File: src/rtl/ahb_master_bridge.sv
// Single-outstanding AHB-Lite master: turns one PicoRV32 native memory request
// into one SINGLE/NONSEQ transfer and returns the completion on mem_ready/mem_rdata.
module ahb_master_bridge #(
    parameter logic [31:0] ERR_RDATA = 32'h0000_0000
) (
    input  logic        hclk,
    input  logic        hreset,
    input  logic        mem_valid,
    input  logic        mem_instr,
    input  logic [31:0] mem_addr,
    input  logic [31:0] mem_wdata,
    input  logic [3:0]  mem_wstrb,
    output logic        mem_ready,
    output logic [31:0] mem_rdata,
    output logic [1:0]  htrans,
    output logic [31:0] haddr,
    output logic        hwrite,
    output logic [2:0]  hsize,
    output logic [2:0]  hburst,
    output logic [3:0]  hprot,
    output logic [31:0] hwdata,
    input  logic        hready,
    input  logic [31:0] hrdata,
    input  logic [1:0]  hresp,
    output logic        bus_err
);

    typedef enum logic [1:0] {S_IDLE, S_ADDR, S_DATA, S_RESP} state_t;

    localparam logic [1:0] HTRANS_IDLE    = 2'b00;
    localparam logic [1:0] HTRANS_NONSEQ  = 2'b10;
    localparam logic [1:0] HRESP_ERROR    = 2'b01;

    state_t      state_q, state_d;
    logic [1:0]  htrans_q, htrans_d;
    logic [31:0] haddr_q, haddr_d;
    logic        hwrite_q, hwrite_d;
    logic [2:0]  hsize_q, hsize_d;
    logic [3:0]  hprot_q, hprot_d;
    logic [31:0] hwdata_q, hwdata_d;
    logic        mem_ready_q, mem_ready_d;
    logic [31:0] mem_rdata_q, mem_rdata_d;
    logic        bus_err_q, bus_err_d;

    logic        dec_ok;
    logic [2:0]  dec_size;
    logic [1:0]  dec_lo;

    // The byte offset comes from the strobe pattern, not from mem_addr[1:0].
    logic        unused_addr_lo;
    assign unused_addr_lo = ^mem_addr[1:0];

    always_comb begin
        dec_ok   = 1'b1;
        dec_size = 3'b010;
        dec_lo   = 2'b00;
        case (mem_wstrb)
            4'b0000: dec_size = 3'b010;
            4'b1111: dec_size = 3'b010;
            4'b0011: dec_size = 3'b001;
            4'b1100: begin dec_size = 3'b001; dec_lo = 2'b10; end
            4'b0001: dec_size = 3'b000;
            4'b0010: begin dec_size = 3'b000; dec_lo = 2'b01; end
            4'b0100: begin dec_size = 3'b000; dec_lo = 2'b10; end
            4'b1000: begin dec_size = 3'b000; dec_lo = 2'b11; end
            default: dec_ok = 1'b0;
        endcase
    end

    always_comb begin
        state_d     = state_q;
        htrans_d    = htrans_q;
        haddr_d     = haddr_q;
        hwrite_d    = hwrite_q;
        hsize_d     = hsize_q;
        hprot_d     = hprot_q;
        hwdata_d    = hwdata_q;
        mem_ready_d = 1'b0;
        mem_rdata_d = mem_rdata_q;
        bus_err_d   = bus_err_q;
        case (state_q)
            S_IDLE: begin
                if (mem_valid) begin
                    if (dec_ok) begin
                        state_d  = S_ADDR;
                        htrans_d = HTRANS_NONSEQ;
                        haddr_d  = {mem_addr[31:2], dec_lo};
                        hwrite_d = |mem_wstrb;
                        hsize_d  = dec_size;
                        hprot_d  = mem_instr ? 4'b0010 : 4'b0011;
                    end else begin
                        // Illegal strobe: complete locally without touching the bus.
                        state_d     = S_RESP;
                        mem_ready_d = 1'b1;
                        mem_rdata_d = ERR_RDATA;
                        bus_err_d   = 1'b1;
                    end
                end
            end
            S_ADDR: begin
                if (hready) begin
                    state_d  = S_DATA;
                    htrans_d = HTRANS_IDLE;
                    hwdata_d = mem_wdata;
                end
            end
            S_DATA: begin
                // First cycle of a two-cycle ERROR has hready=0 and is just a wait.
                if (hready) begin
                    state_d     = S_RESP;
                    mem_ready_d = 1'b1;
                    if (hresp == HRESP_ERROR) begin
                        mem_rdata_d = ERR_RDATA;
                        bus_err_d   = 1'b1;
                    end else begin
                        mem_rdata_d = hrdata;
                    end
                end
            end
            S_RESP: state_d = S_IDLE;
            default: state_d = S_IDLE;
        endcase
    end

    always_ff @(posedge hclk) begin
        if (hreset) begin
            state_q     <= S_IDLE;
            htrans_q    <= HTRANS_IDLE;
            haddr_q     <= 32'h0;
            hwrite_q    <= 1'b0;
            hsize_q     <= 3'b010;
            hprot_q     <= 4'b0011;
            hwdata_q    <= 32'h0;
            mem_ready_q <= 1'b0;
            mem_rdata_q <= 32'h0;
            bus_err_q   <= 1'b0;
        end else begin
            state_q     <= state_d;
            htrans_q    <= htrans_d;
            haddr_q     <= haddr_d;
            hwrite_q    <= hwrite_d;
            hsize_q     <= hsize_d;
            hprot_q     <= hprot_d;
            hwdata_q    <= hwdata_d;
            mem_ready_q <= mem_ready_d;
            mem_rdata_q <= mem_rdata_d;
            bus_err_q   <= bus_err_d;
        end
    end

    assign htrans    = htrans_q;
    assign haddr     = haddr_q;
    assign hwrite    = hwrite_q;
    assign hsize     = hsize_q;
    assign hburst    = 3'b000;
    assign hprot     = hprot_q;
    assign hwdata    = hwdata_q;
    assign mem_ready = mem_ready_q;
    assign mem_rdata = mem_rdata_q;
    assign bus_err   = bus_err_q;

endmodule

File: config.mk
export PLATFORM = sky130hd
export DESIGN_NAME = ahb_master_bridge
export DESIGN_NICKNAME = d
export VERILOG_FILES = /design/src/rtl/ahb_master_bridge.sv
export SDC_FILE = /design/constraint.sdc
export NUM_CORES = 1
export LEC_CHECK = 0
export ABC_CLOCK_PERIOD_IN_PS = 1900
export CAP_MARGIN = 20
export CELL_PAD_IN_SITES_DETAIL_PLACEMENT = 1
export CELL_PAD_IN_SITES_GLOBAL_PLACEMENT = 2
export CORE_UTILIZATION = 21
export DETAILED_ROUTE_END_ITERATION = 7
export PLACE_DENSITY = 0.86
export SLEW_MARGIN = 20
export SYNTH_ARGS = -nofsm -noshare
export SYNTH_HDL_FRONTEND = slang
export SYNTH_SLANG_ARGS = --single-unit
File: constraint.sdc
create_clock -name hclk -period 1.9 [get_ports hclk]
set_input_delay 0.19 -clock hclk [delete_from_list [all_inputs] [get_ports hclk]]
set_output_delay 0.19 -clock hclk [all_outputs]
set_load 0.02 [all_outputs]
==> out/metrics.cfg <==
[finish]
drive_above_1_share_pct = 5.76
final_cells = 956
syn_to_final_growth_pct = 68.0
layout_commonest_cell = clkdlybuf4s50_1
final_cell_mix = 206 x clkdlybuf4s50_1, 161 x nand2_1, 105 x dfxtp_1
num-fill-cells = 2272
fin_nets = 801

[placed_design]
place_hpwl_mm = 9.11
dp.cells = 939
gp_congestion = 0.690
io_buffer_count = 207

[routing]
route.met2.wl_mm = 6.14
routed.top_layer = met4
num_vias = 3915
drtIter0Drc = 106
drc_errors = 0
via_per_inst = 4.10
first_pass_iters = 4
wl_met1_mm = 5.47
drtAntennaViolNets = 0
wl_met3_mm = 1.06
wl_per_cell_um = 13.5
wl_mm = 12.9

[logic_synthesis]
netlist.area_leader.share_pct = 50.9
ys_seq_area_share_pct = 50.9
synth_ff_type = dfxtp_1
ys_types = 35
yosys-top-cells-area = dfxtp_1 51%, nand2_1 15%, a21oi_1 8.1%
ys_ff_latch = 105
syn_inst = 489
synth_edf_count = 0
ys_warn_count = 0
avgSynthCellArea_um2 = 8.45
netlist_area_um2 = 4130
synthArstFlopShare_pct = 0
synth_top_cell_by_area = dfxtp_1

[timing]
rsz0062_at_grt = no
holdWs_ns = 0.238
max_freq_ghz = 0.571
fin_skew_ns = 0.00463
setup_viol = 0
drv_slew = 0
fin_setup_tns_ns = 0
fin_crit_sh_pct = 92.2
post-route-min-period_ns = 1.75
finalHoldViolCount = 0

[power]
p_comb_share_pct = 35.3
p_per_area_nw_per_um2 = 1040
netSwitchingPower_mw = 2.27
power.share.sequential_pct = 36.1
peakVddDrop_uv = 411
power.share.clock_pct = 28.6
p_int_mw = 4.94
power.leakage_nw = 2.55
switching_share_pct = 31.5

[setup_path]
cp_cell_sequence = inv_1, ha_2, nand2_1, a21o_1, or4_1, a21oi_1
worst-path-buf-inv = 1
cp-end-kind = register
path_class = reg2reg
crit_required_ns = 2.18
slowest_stage = or4_1
crit_path_max_fanout = 5
cp-start-kind = register
worstPathArrival_ns = 2.03
cp_num_cells = 6
critPathMaxStageDelay_ns = 0.48
worstRegToRegCells = 6
cp_top_family = simple AND/OR/NAND/NOR gates

[cts]
root_buffer = clkbuf_16
cts_max_path_buffers = 2
clk_latency_ns = 0.35
hold_buffers = 0
cts_htree_levels = 3
cts_sinks = 105
clkTransAtPathRegs_ns = 0.07
numCtsBuffers = 9
cts_tree = done

[global_routing]
grt_pass1_wl_mm = 19.9
grt_max_degree = 80
antenna_found_initial = 1
track_usage_pct = 12.8
gr-total-overflow = 0
grt_pass1_vias = 3839

[hold_path]
min_path_cells = 2
hp-class = in2reg

[status]
status = finished, final reports clean

[floorplan]
fp.coreArea_um2 = 19000
die_w_um = 142
design.die.area_um2 = 20200
rows = 50
initial_core_util_pct = 21.7
die-height_um = 142
ioPinCount = 218

[run]
maxCapViolCount = 0

-- metrics by stage --
stage	power (mW)	utilization, %	worst slack (ns)	instance area [µm²]
4_1_cts	7.41	36.5	0.119	6940
2_1_floorplan	4.08	-	0.332	4150
3_5_place_dp	5.24	34.7	0.0386	6610
3_3_place_gp	5.22	34.7	0.0918	6610
5_1_grt	7.64	36.5	0.0263	6940
6_report	7.21	36.5	0.148	6940
-- synth_stat cells (all sizes together) (3+ instances only) --
cell	number
ha	4
inv	5
nor2	11
mux2i	33
a311oi	3
clkbuf	21
a21oi	68
buf	20
nand2b	35
nand2	161
dfxtp	105
-- flip-flops by register name, summed over array words and instances (netlist names) --
register / cells
hsize: 2
bus_err: 1
hwrite: 1
hwdata: 32
mem_rdata: 32
htrans: 1
state_q: 2
haddr: 32
mem_ready: 1
hprot: 1
-- cells by family (layout without fill, tap and decap cells) --
| logic type | count (synthesis) | in the layout | share of synthesized area (%) |
|---|---|---|---|
| and+or+nand+nor | 214 | 214 | 22.1 |
| DFF | 105 | 105 | 50.9 |
| AOI/OAI and AO/OA | 83 | 83 | 11.5 |
| buffers and inverters | 46 | 246 | 5.66 |
| muxes | 33 | 33 | 8.00 |
| adders and majority gates | 4 | 4 | 1.21 |
| other | 2 | 9 | 0.182 |
| xor gates and xnor gates | 2 | 2 | 0.424 |
-- routing by layer --
metal / up-vias / track usage (%)
met4: 0 / 4.19
li1: 1967 / -
met3: 17 / 5.48
met2: 120 / 21.7
met1: 1811 / 14.3
met5: - / 0
-- what timing repair did --
| item | in CTS | in global routing |
|---|---|---|
| setup endpoints to repair | 0 | 1 |
| buffers inserted | 0 | 0 |
| resized for setup | 0 | 1 |
-- cell type report --
class | instances | area [µm²] | area share, %
Clock buffer | 11 | 253 | 3.64
Clock inverter | 5 | 77.6 | 1.12
Tap cell | 260 | 325 | 4.69
Inverter | 5 | 18.8 | 0.270
Sequential cell | 105 | 2100 | 30.3
Antenna cell | 1 | 2.50 | 0.0360
Timing Repair Buffer | 225 | 2330 | 33.6
Multi-Input combinational cell | 344 | 1830 | 26.4
-- path summary, 6_finish.rpt --
path	start	end	slack, ns
max	state_q[0]	haddr[0]	0.15
max reg2reg	state_q[0]	haddr[0]	0.15
min	hreset	hwdata[14]	0.24
min reg2reg	hwdata[15]	hwdata[15]	0.45
-- power groups by stage --
stage / sequential [mW] / clock, mW / combinational, mW
6_report: 2.60 / 2.07 / 2.55
5_1_grt: 2.64 / 2.24 / 2.76
4_1_cts: 2.61 / 2.20 / 2.60
3_5_place_dp: 2.65 / 0 / 2.59
3_3_place_gp: 2.64 / 0 / 2.58
2_1_floorplan: 2.96 / 0 / 1.13
Note: power is estimated with default switching activity, not from simulation.
